==> src/rtl/uart_pkg.sv <==
// Shared types and constant helpers for the UART receiver.
// UART_RX_PARITY_EN adds the PARITY state and the parity flag of a FIFO entry.
package uart_pkg;

`ifdef UART_RX_PARITY_EN
    typedef enum logic [2:0] {IDLE, START, DATA, PARITY, STOP} rx_state_t;
`else
    typedef enum logic [2:0] {IDLE, START, DATA, STOP} rx_state_t;
`endif

    // Flag half of a FIFO entry; the data word is appended below it at its configured width.
    typedef struct packed {
`ifdef UART_RX_PARITY_EN
        logic parity_err;
`endif
        logic frame_err;
    } rx_entry_t;

    function automatic int tick_period(input int sys_clk, input int baud, input int oversample);
        return (sys_clk / baud) / oversample;
    endfunction

    function automatic int cnt_width(input int num_values);
        return (num_values < 2) ? 1 : $clog2(num_values);
    endfunction

endpackage

==> src/rtl/uart_rx_if.sv <==
// Consumer handshake of the UART receiver: show-ahead head entry with valid/ready.
interface uart_rx_if #(
    parameter int WORD_WIDTH = 8
);
    logic [WORD_WIDTH-1:0] o_data;
    logic                  o_parity_err;
    logic                  o_frame_err;
    logic                  o_valid;
    logic                  i_ready;

    modport master (
        output o_data,
        output o_parity_err,
        output o_frame_err,
        output o_valid,
        input  i_ready
    );

    modport slave (
        input  o_data,
        input  o_parity_err,
        input  o_frame_err,
        input  o_valid,
        output i_ready
    );
endinterface

==> src/rtl/uart_rx_fifo.sv <==
// Show-ahead receive FIFO with a one-cycle overrun pulse; DEPTH is a power of two, at least 2.
module uart_rx_fifo #(
    parameter int DEPTH = 4,
    parameter int WIDTH = 10
) (
    input  logic             clk,
    input  logic             rst_n,
    input  logic             push,
    input  logic [WIDTH-1:0] push_data,
    input  logic             pop,
    output logic [WIDTH-1:0] head,
    output logic             valid,
    output logic             overrun
);
    localparam int AW = $clog2(DEPTH);
    typedef logic [AW:0] ptr_t;

    logic [WIDTH-1:0] mem [DEPTH];
    ptr_t             wr_ptr_reg;
    ptr_t             rd_ptr_reg;
    logic             overrun_reg;
    logic             empty;
    logic             full;
    logic             do_pop;
    logic             do_push;

    // The extra pointer bit separates full (MSBs differ) from empty (pointers equal).
    assign empty   = (wr_ptr_reg == rd_ptr_reg);
    assign full    = (wr_ptr_reg[AW] != rd_ptr_reg[AW]) &&
                     (wr_ptr_reg[AW-1:0] == rd_ptr_reg[AW-1:0]);
    assign do_pop  = pop && !empty;
    assign do_push = push && (!full || do_pop);

    always_ff @(posedge clk or negedge rst_n) begin
        if (!rst_n) begin
            wr_ptr_reg  <= '0;
            rd_ptr_reg  <= '0;
            overrun_reg <= 1'b0;
        end else begin
            if (do_push) begin
                wr_ptr_reg <= wr_ptr_reg + ptr_t'(1);
            end
            if (do_pop) begin
                rd_ptr_reg <= rd_ptr_reg + ptr_t'(1);
            end
            overrun_reg <= push && !do_push;
        end
    end

    always_ff @(posedge clk) begin
        if (do_push) begin
            mem[wr_ptr_reg[AW-1:0]] <= push_data;
        end
    end

    assign head    = empty ? '0 : mem[rd_ptr_reg[AW-1:0]];
    assign valid   = !empty;
    assign overrun = overrun_reg;
endmodule

==> src/rtl/uart_rx.sv <==
// UART receiver: synchronized line, oversampled start/data/stop FSM feeding a show-ahead FIFO.
// Define UART_RX_PARITY_EN to receive and check a parity bit between data and stop.
module uart_rx
    import uart_pkg::*;
#(
    parameter int G_SYS_CLK     = 40000000,
    parameter int G_BAUD        = 256000,
    parameter int G_OVERSAMPLE  = 16,
    parameter int G_WORD_WIDTH  = 8,
    parameter bit G_PARITY_TYPE = 1'b1,
    parameter int G_FIFO_DEPTH  = 4
) (
    input  logic      i_clk,
    input  logic      i_rst_n,
    input  logic      i_rx,
    uart_rx_if.master rx_bus,
    output logic      o_rx_busy,
    output logic      o_overrun
);
    localparam int TICK_PERIOD = tick_period(G_SYS_CLK, G_BAUD, G_OVERSAMPLE);
    localparam int TICK_W      = cnt_width(TICK_PERIOD);
    localparam int SAMP_W      = cnt_width(G_OVERSAMPLE + 2);
    localparam int BIT_W       = cnt_width(G_WORD_WIDTH);
    localparam int ENTRY_W     = $bits(rx_entry_t) + G_WORD_WIDTH;
    localparam logic [SAMP_W-1:0] START_CENTER = SAMP_W'(G_OVERSAMPLE / 2 - 1);
    localparam logic [SAMP_W-1:0] CENTER       = SAMP_W'(G_OVERSAMPLE);

    logic [1:0]              sync_reg;
    logic                    rx_prev_reg;
    logic                    rx;
    logic                    fall;
    logic [TICK_W-1:0]       tick_cnt_reg;
    logic                    tick;
    rx_state_t               state_reg, state_next;
    logic [SAMP_W-1:0]       cnt_reg, cnt_next;
    logic [SAMP_W-1:0]       ticks;
    logic [BIT_W-1:0]        bit_reg, bit_next;
    logic [G_WORD_WIDTH-1:0] shift_reg, shift_next;
    logic [1:0]              samp_reg, samp_next;
    logic                    frame_err_reg, frame_err_next;
`ifdef UART_RX_PARITY_EN
    logic                    parity_err_reg, parity_err_next;
`endif
    logic                    push_reg, push_next;
    logic                    bit_done;
    logic                    bit_val;
    rx_entry_t               push_flags;
    rx_entry_t               head_flags;
    logic [ENTRY_W-1:0]      head;

    always_ff @(posedge i_clk or negedge i_rst_n) begin
        if (!i_rst_n) begin
            sync_reg     <= 2'b11;
            rx_prev_reg  <= 1'b1;
            tick_cnt_reg <= '0;
        end else begin
            sync_reg     <= {sync_reg[0], i_rx};
            rx_prev_reg  <= sync_reg[1];
            tick_cnt_reg <= tick ? '0 : tick_cnt_reg + TICK_W'(1);
        end
    end

    assign rx   = sync_reg[1];
    assign fall = rx_prev_reg && !rx;
    assign tick = (tick_cnt_reg == TICK_W'(TICK_PERIOD - 1));

    always_ff @(posedge i_clk or negedge i_rst_n) begin
        if (!i_rst_n) begin
            state_reg      <= IDLE;
            cnt_reg        <= '0;
            bit_reg        <= '0;
            shift_reg      <= '0;
            samp_reg       <= '0;
            frame_err_reg  <= 1'b0;
`ifdef UART_RX_PARITY_EN
            parity_err_reg <= 1'b0;
`endif
            push_reg       <= 1'b0;
        end else begin
            state_reg      <= state_next;
            cnt_reg        <= cnt_next;
            bit_reg        <= bit_next;
            shift_reg      <= shift_next;
            samp_reg       <= samp_next;
            frame_err_reg  <= frame_err_next;
`ifdef UART_RX_PARITY_EN
            parity_err_reg <= parity_err_next;
`endif
            push_reg       <= push_next;
        end
    end

    always_comb begin
        state_next      = state_reg;
        cnt_next        = cnt_reg;
        bit_next        = bit_reg;
        shift_next      = shift_reg;
        samp_next       = samp_reg;
        frame_err_next  = frame_err_reg;
`ifdef UART_RX_PARITY_EN
        parity_err_next = parity_err_reg;
`endif
        push_next       = 1'b0;
        bit_done        = 1'b0;
        ticks           = cnt_reg + SAMP_W'(1);
        bit_val         = (samp_reg[0] & samp_reg[1]) | (samp_reg[0] & rx) | (samp_reg[1] & rx);

        // Post-start bits count ticks from the previous center; decide at c+1, so restart at 1.
        if (o_rx_busy && tick) begin
            cnt_next = ticks;
            if (ticks == CENTER - SAMP_W'(1)) begin
                samp_next[0] = rx;
            end else if (ticks == CENTER) begin
                samp_next[1] = rx;
            end else if (ticks == CENTER + SAMP_W'(1)) begin
                bit_done = 1'b1;
                cnt_next = SAMP_W'(1);
            end
        end

        case (state_reg)
            IDLE: begin
                if (fall) begin
                    state_next = START;
                    cnt_next   = '0;
                end
            end
            START: begin
                if (tick) begin
                    if (cnt_reg == START_CENTER) begin
                        cnt_next   = '0;
                        bit_next   = '0;
                        state_next = rx ? IDLE : DATA;
                    end else begin
                        cnt_next = ticks;
                    end
                end
            end
            DATA: begin
                if (bit_done) begin
                    shift_next = {bit_val, shift_reg[G_WORD_WIDTH-1:1]};
                    if (bit_reg == BIT_W'(G_WORD_WIDTH - 1)) begin
`ifdef UART_RX_PARITY_EN
                        state_next = PARITY;
`else
                        state_next = STOP;
`endif
                    end else begin
                        bit_next = bit_reg + BIT_W'(1);
                    end
                end
            end
`ifdef UART_RX_PARITY_EN
            PARITY: begin
                if (bit_done) begin
                    parity_err_next = (((^shift_reg) ^ bit_val) != G_PARITY_TYPE);
                    state_next      = STOP;
                end
            end
`endif
            STOP: begin
                if (bit_done) begin
                    frame_err_next = !bit_val;
                    push_next      = 1'b1;
                    state_next     = IDLE;
                end
            end
            default: state_next = IDLE;
        endcase
    end

    assign o_rx_busy = !(state_reg inside {IDLE, START});

    always_comb begin
        push_flags            = '0;
        push_flags.frame_err  = frame_err_reg;
`ifdef UART_RX_PARITY_EN
        push_flags.parity_err = parity_err_reg;
`endif
    end

    uart_rx_fifo #(
        .DEPTH (G_FIFO_DEPTH),
        .WIDTH (ENTRY_W)
    ) u_fifo (
        .clk       (i_clk),
        .rst_n     (i_rst_n),
        .push      (push_reg),
        .push_data ({push_flags, shift_reg}),
        .pop       (rx_bus.i_ready),
        .head      (head),
        .valid     (rx_bus.o_valid),
        .overrun   (o_overrun)
    );

    assign head_flags         = head[ENTRY_W-1:G_WORD_WIDTH];
    assign rx_bus.o_data      = head[G_WORD_WIDTH-1:0];
    assign rx_bus.o_frame_err = head_flags.frame_err;
`ifdef UART_RX_PARITY_EN
    assign rx_bus.o_parity_err = head_flags.parity_err;
`else
    assign rx_bus.o_parity_err = 1'b0;
`endif
endmodule
==> src/flat_wrapper.sv <==
// flat-port wrapper written by rule: the top's interface ports become plain ports
module uart_rx_flat import uart_pkg::*;
#(
    parameter int G_SYS_CLK     = 40000000,
    parameter int G_BAUD        = 256000,
    parameter int G_OVERSAMPLE  = 16,
    parameter int G_WORD_WIDTH  = 8,
    parameter bit G_PARITY_TYPE = 1'b1,
    parameter int G_FIFO_DEPTH  = 4
)
  (i_clk, i_rst_n, i_rx, o_rx_busy, o_overrun, rx_bus_o_data, rx_bus_o_parity_err, rx_bus_o_frame_err, rx_bus_o_valid, rx_bus_i_ready);
  uart_rx_if rx_bus_i ();
  input  logic i_clk;
  input  logic i_rst_n;
  input  logic i_rx;
  output logic o_rx_busy;
  output logic o_overrun;
  output wire logic [$bits(rx_bus_i.o_data)-1:0] rx_bus_o_data;
  output wire logic [$bits(rx_bus_i.o_parity_err)-1:0] rx_bus_o_parity_err;
  output wire logic [$bits(rx_bus_i.o_frame_err)-1:0] rx_bus_o_frame_err;
  output wire logic [$bits(rx_bus_i.o_valid)-1:0] rx_bus_o_valid;
  input wire logic [$bits(rx_bus_i.i_ready)-1:0] rx_bus_i_ready;
  assign rx_bus_o_data = rx_bus_i.o_data;
  assign rx_bus_o_parity_err = rx_bus_i.o_parity_err;
  assign rx_bus_o_frame_err = rx_bus_i.o_frame_err;
  assign rx_bus_o_valid = rx_bus_i.o_valid;
  assign rx_bus_i.i_ready = rx_bus_i_ready;
  uart_rx #(.G_SYS_CLK(G_SYS_CLK), .G_BAUD(G_BAUD), .G_OVERSAMPLE(G_OVERSAMPLE), .G_WORD_WIDTH(G_WORD_WIDTH), .G_PARITY_TYPE(G_PARITY_TYPE), .G_FIFO_DEPTH(G_FIFO_DEPTH)) u_core (.i_clk(i_clk), .i_rst_n(i_rst_n), .i_rx(i_rx), .rx_bus(rx_bus_i), .o_rx_busy(o_rx_busy), .o_overrun(o_overrun));
endmodule
==> config.mk <==
export PLATFORM = sky130hd
export DESIGN_NAME = uart_rx_flat
export DESIGN_NICKNAME = d
export VERILOG_FILES = /design/src/rtl/uart_pkg.sv /design/src/rtl/uart_rx_if.sv /design/src/rtl/uart_rx_fifo.sv /design/src/rtl/uart_rx.sv /design/src/flat_wrapper.sv
export SDC_FILE = /design/constraint.sdc
export NUM_CORES = 1
export LEC_CHECK = 0
export ABC_AREA = 1
export BUFFER_PORTS_ARGS = -buffer_cell sky130_fd_sc_hd__buf_4
export CAP_MARGIN = 20
export CORE_AREA = 2 2 83 85
export DETAILED_ROUTE_END_ITERATION = 7
export DIE_AREA = 0 0 85 87
export GPL_TIMING_DRIVEN = 0
export PLACE_DENSITY = 0.71
export SETUP_SLACK_MARGIN = 0.15
export SLEW_MARGIN = 0
export SYNTH_ARGS = -nofsm -noshare
export SYNTH_HDL_FRONTEND = slang
export SYNTH_HIERARCHICAL = 1
export SYNTH_SLANG_ARGS = --single-unit
==> constraint.sdc <==
create_clock -name i_clk -period 4.5 [get_ports i_clk]
set_clock_uncertainty 0.15 [all_clocks]
set_input_delay 0.225 -clock i_clk [delete_from_list [all_inputs] [get_ports i_clk]]
set_output_delay 0.225 -clock i_clk [all_outputs]
set_load 0.1 [all_outputs]
==> results.txt <==
total track usage - 0.193
Final setup viols - 0
wire per inst - 13.5 µm
Worst Tran Pin Value - 0.903 ns
CP delay by family, top - buffers and inverters
Worst-path clk slew - 0.08 ns
CTS Buffer Depth - 2
post-synth top area share - 0.311
CP Launch Type - flip-flop
Cell Chain, Critical Path - buf_1 > o21ai_0 > o22ai_1 > nand2_1 > inv_1 > buf_4
via count - 2410
maximum fanout along the worst path - 10
peak supply drop - 0.291 mV
num ports - 17
setup TNS - 0 ns
DRC violations left - 0
number of distinct library cells after synthesis - 35
Tmin final - 2.31 ns
Mapped Cells - 355
post-synth top area cell - edfxtp_1
die extent in x - 85 µm
# clock sinks - 72
Post CTS Setup Buffer Count - 0
die area - 0.00740 mm²
Post-Synthesis Cell Area - 0.00348 mm²
Final Power - 1540 µW
sequential element share of the synthesized area - 0.571
final number of hold-violating endpoints - 0
highest clock rate - 434 MHz
Post-Route WL - 6.34 mm
commonest non-fill, non-tap cells in the layout - nand2_1, nor2_1, edfxtp_1
crit path kind - reg -> out
Area growth syn-to-layout - 13.3%
Non-Filler Cell Area, Final - 0.00394 mm²
n_diodes - 0
async set or reset register ratio after synthesis - 0.500
Pleak - 0.00197 µW
Clock Root Buffer - clkbuf_8
max-slew violations - 0
Die Span Y - 87 µm
CTS H-tree depth - 3
Rows - 30
Top FF cell, synth - edfxtp_1
EDFF count, synth - 36
CP required - 4.12 ns
fin crit share - 0.513
Clock Latency Late Sink - 0.34 ns
antenna violations before repair - 0
syn_area_per_cell - 9.79 µm²
largest net degree at the start of global routing - 37
number of flip-flops in the largest register - 36
Post-Syn Nets - 372
TritonCTS clock tree - done
slowest cell on the critical path - dfrtp_1
CTS Buf Count - 9
commonest non-fill, non-tap cell in the layout - nand2_1
post-cts resize count - 0
initial core utilization - 0.529
RSZ-0062 raised after global routing - no
placer congestion estimate - 0.830
PortBufs - 15
post-DP HPWL - 4.27 mm
hold buffers post-CTS - 3
worst path bufs/invs - 3
drt first pass iters - 4
CP endpoint kind - output port
Yosys warning count - 6
top cells by area, synth - edfxtp_1, dfrtp_1, nand2_1
class of the worst hold path - reg -> reg
vias in the first global route - 2390
outcome - finished clean
Placed Area - 0.00369 mm²
Max-slew headroom - 0.396
core area - 0.00657 mm²
total gr overflow - 0
Max Cap Violations - 0
CP max stage delay - 0.43 ns
share of layout cells above drive strength 1 - 0.180
power per cell area - 390 mW/mm²
crit path DAT - 1.93 ns
Final ANT Viol Nets - 0
drt via density - 5.14
final net count - 401
first-pass GRT wire length - 11.1 mm
initial DRC count - 117
synthesized flop and latch total - 72
synth_stat cells (2+ instances only):
| cell type | number |
|---|---|
| xor2_1 | 3 |
| inv_2 | 7 |
| edfxtp_1 | 36 |
| o21ai_1 | 7 |
| buf_4 | 3 |
| clkinv_1 | 2 |
| clkbuf_1 | 2 |
| buf_2 | 4 |
| nand3_1 | 21 |
| nand2_2 | 7 |
| ha_1 | 13 |
| o21ai_0 | 22 |
| nor3_2 | 3 |
| nor2_8 | 2 |
| buf_6 | 2 |
| dfstp_2 | 3 |
| nand2_1 | 79 |
| dfrtp_1 | 33 |
| nor2_1 | 38 |
| inv_1 | 34 |
| o22ai_1 | 11 |
| nand4_1 | 8 |
| nand2_4 | 3 |
cell families after synthesis:
group | after synthesis | share of synthesized area
adder cells (fa/ha/maj) | 13 | 0.0468
AND/OR/NAND/NOR | 165 | 0.226
buffers and inverters | 56 | 0.0698
flip-flops | 72 | 0.571
AO/OA/AOI/OAI | 43 | 0.0677
XOR/XNOR | 5 | 0.0180
other | 1 | 0.00108
layout make-up:
class,count,area (µm²)
Buffer,12,76.3
Clock buffer,9,124
Clock inverter,7,95.1
Fill cell,563,2630
Inverter,44,166
Multi-Input combinational cell,227,1250
Sequential cell,72,1990
Tap cell,80,100
Timing Repair Buffer,18,143
per-stage QoR:
step           hold slack, ns  std cells  utilization  worst slack, ns
2_1_floorplan          -0.221        355            -             2.41
3_3_place_gp           0.0590        450        0.562             2.27
3_5_place_dp           0.0640        450        0.562             2.26
4_1_cts                 0.209        469        0.600             2.11
5_1_grt                 0.209        469        0.600             2.00
6_report                0.211        469        0.600             2.19
per-layer routing:
metal | track usage | routed length, µm | vias up
met4 | 0.0823 | 113 | 0
met5 | 0 | 0 | -
met1 | 0.235 | 2720 | 1126
met2 | 0.330 | 3230 | 55
met3 | 0.0455 | 279 | 12
li1 | - | - | 1217
report_power, final:
part,internal (µW),switching (µW)
combinational,73.1,184
sequential,703,19.8
clock,313,242
total,1090,446
final timing paths:
path | start | depth (start not counted) | to | slack [ns]
min in group asynchronous | i_rst_n | 2 | u_core/u_fifo/rd_ptr_reg[1]$_DFFE_PN0P_ | 0.23
min | u_core/sync_reg[0]$_DFF_PN1_ | 0 | u_core/sync_reg[1]$_DFF_PN1_ | 0.21
min reg2reg | u_core/sync_reg[0]$_DFF_PN1_ | 0 | u_core/sync_reg[1]$_DFF_PN1_ | 0.21
max reg2reg | u_core/u_fifo/rd_ptr_reg[1]$_DFFE_PN0P_ | 7 | u_core/u_fifo/mem[3][6]$_DFFE_PP_ | 2.26
max in group asynchronous | i_rst_n | 2 | u_core/sync_reg[1]$_DFF_PN1_ | 3.61
max | u_core/u_fifo/rd_ptr_reg[1]$_DFFE_PN0P_ | 6 | rx_bus_o_data[2] | 2.19
No activity file was read; power rests on OpenSTA's default activity.
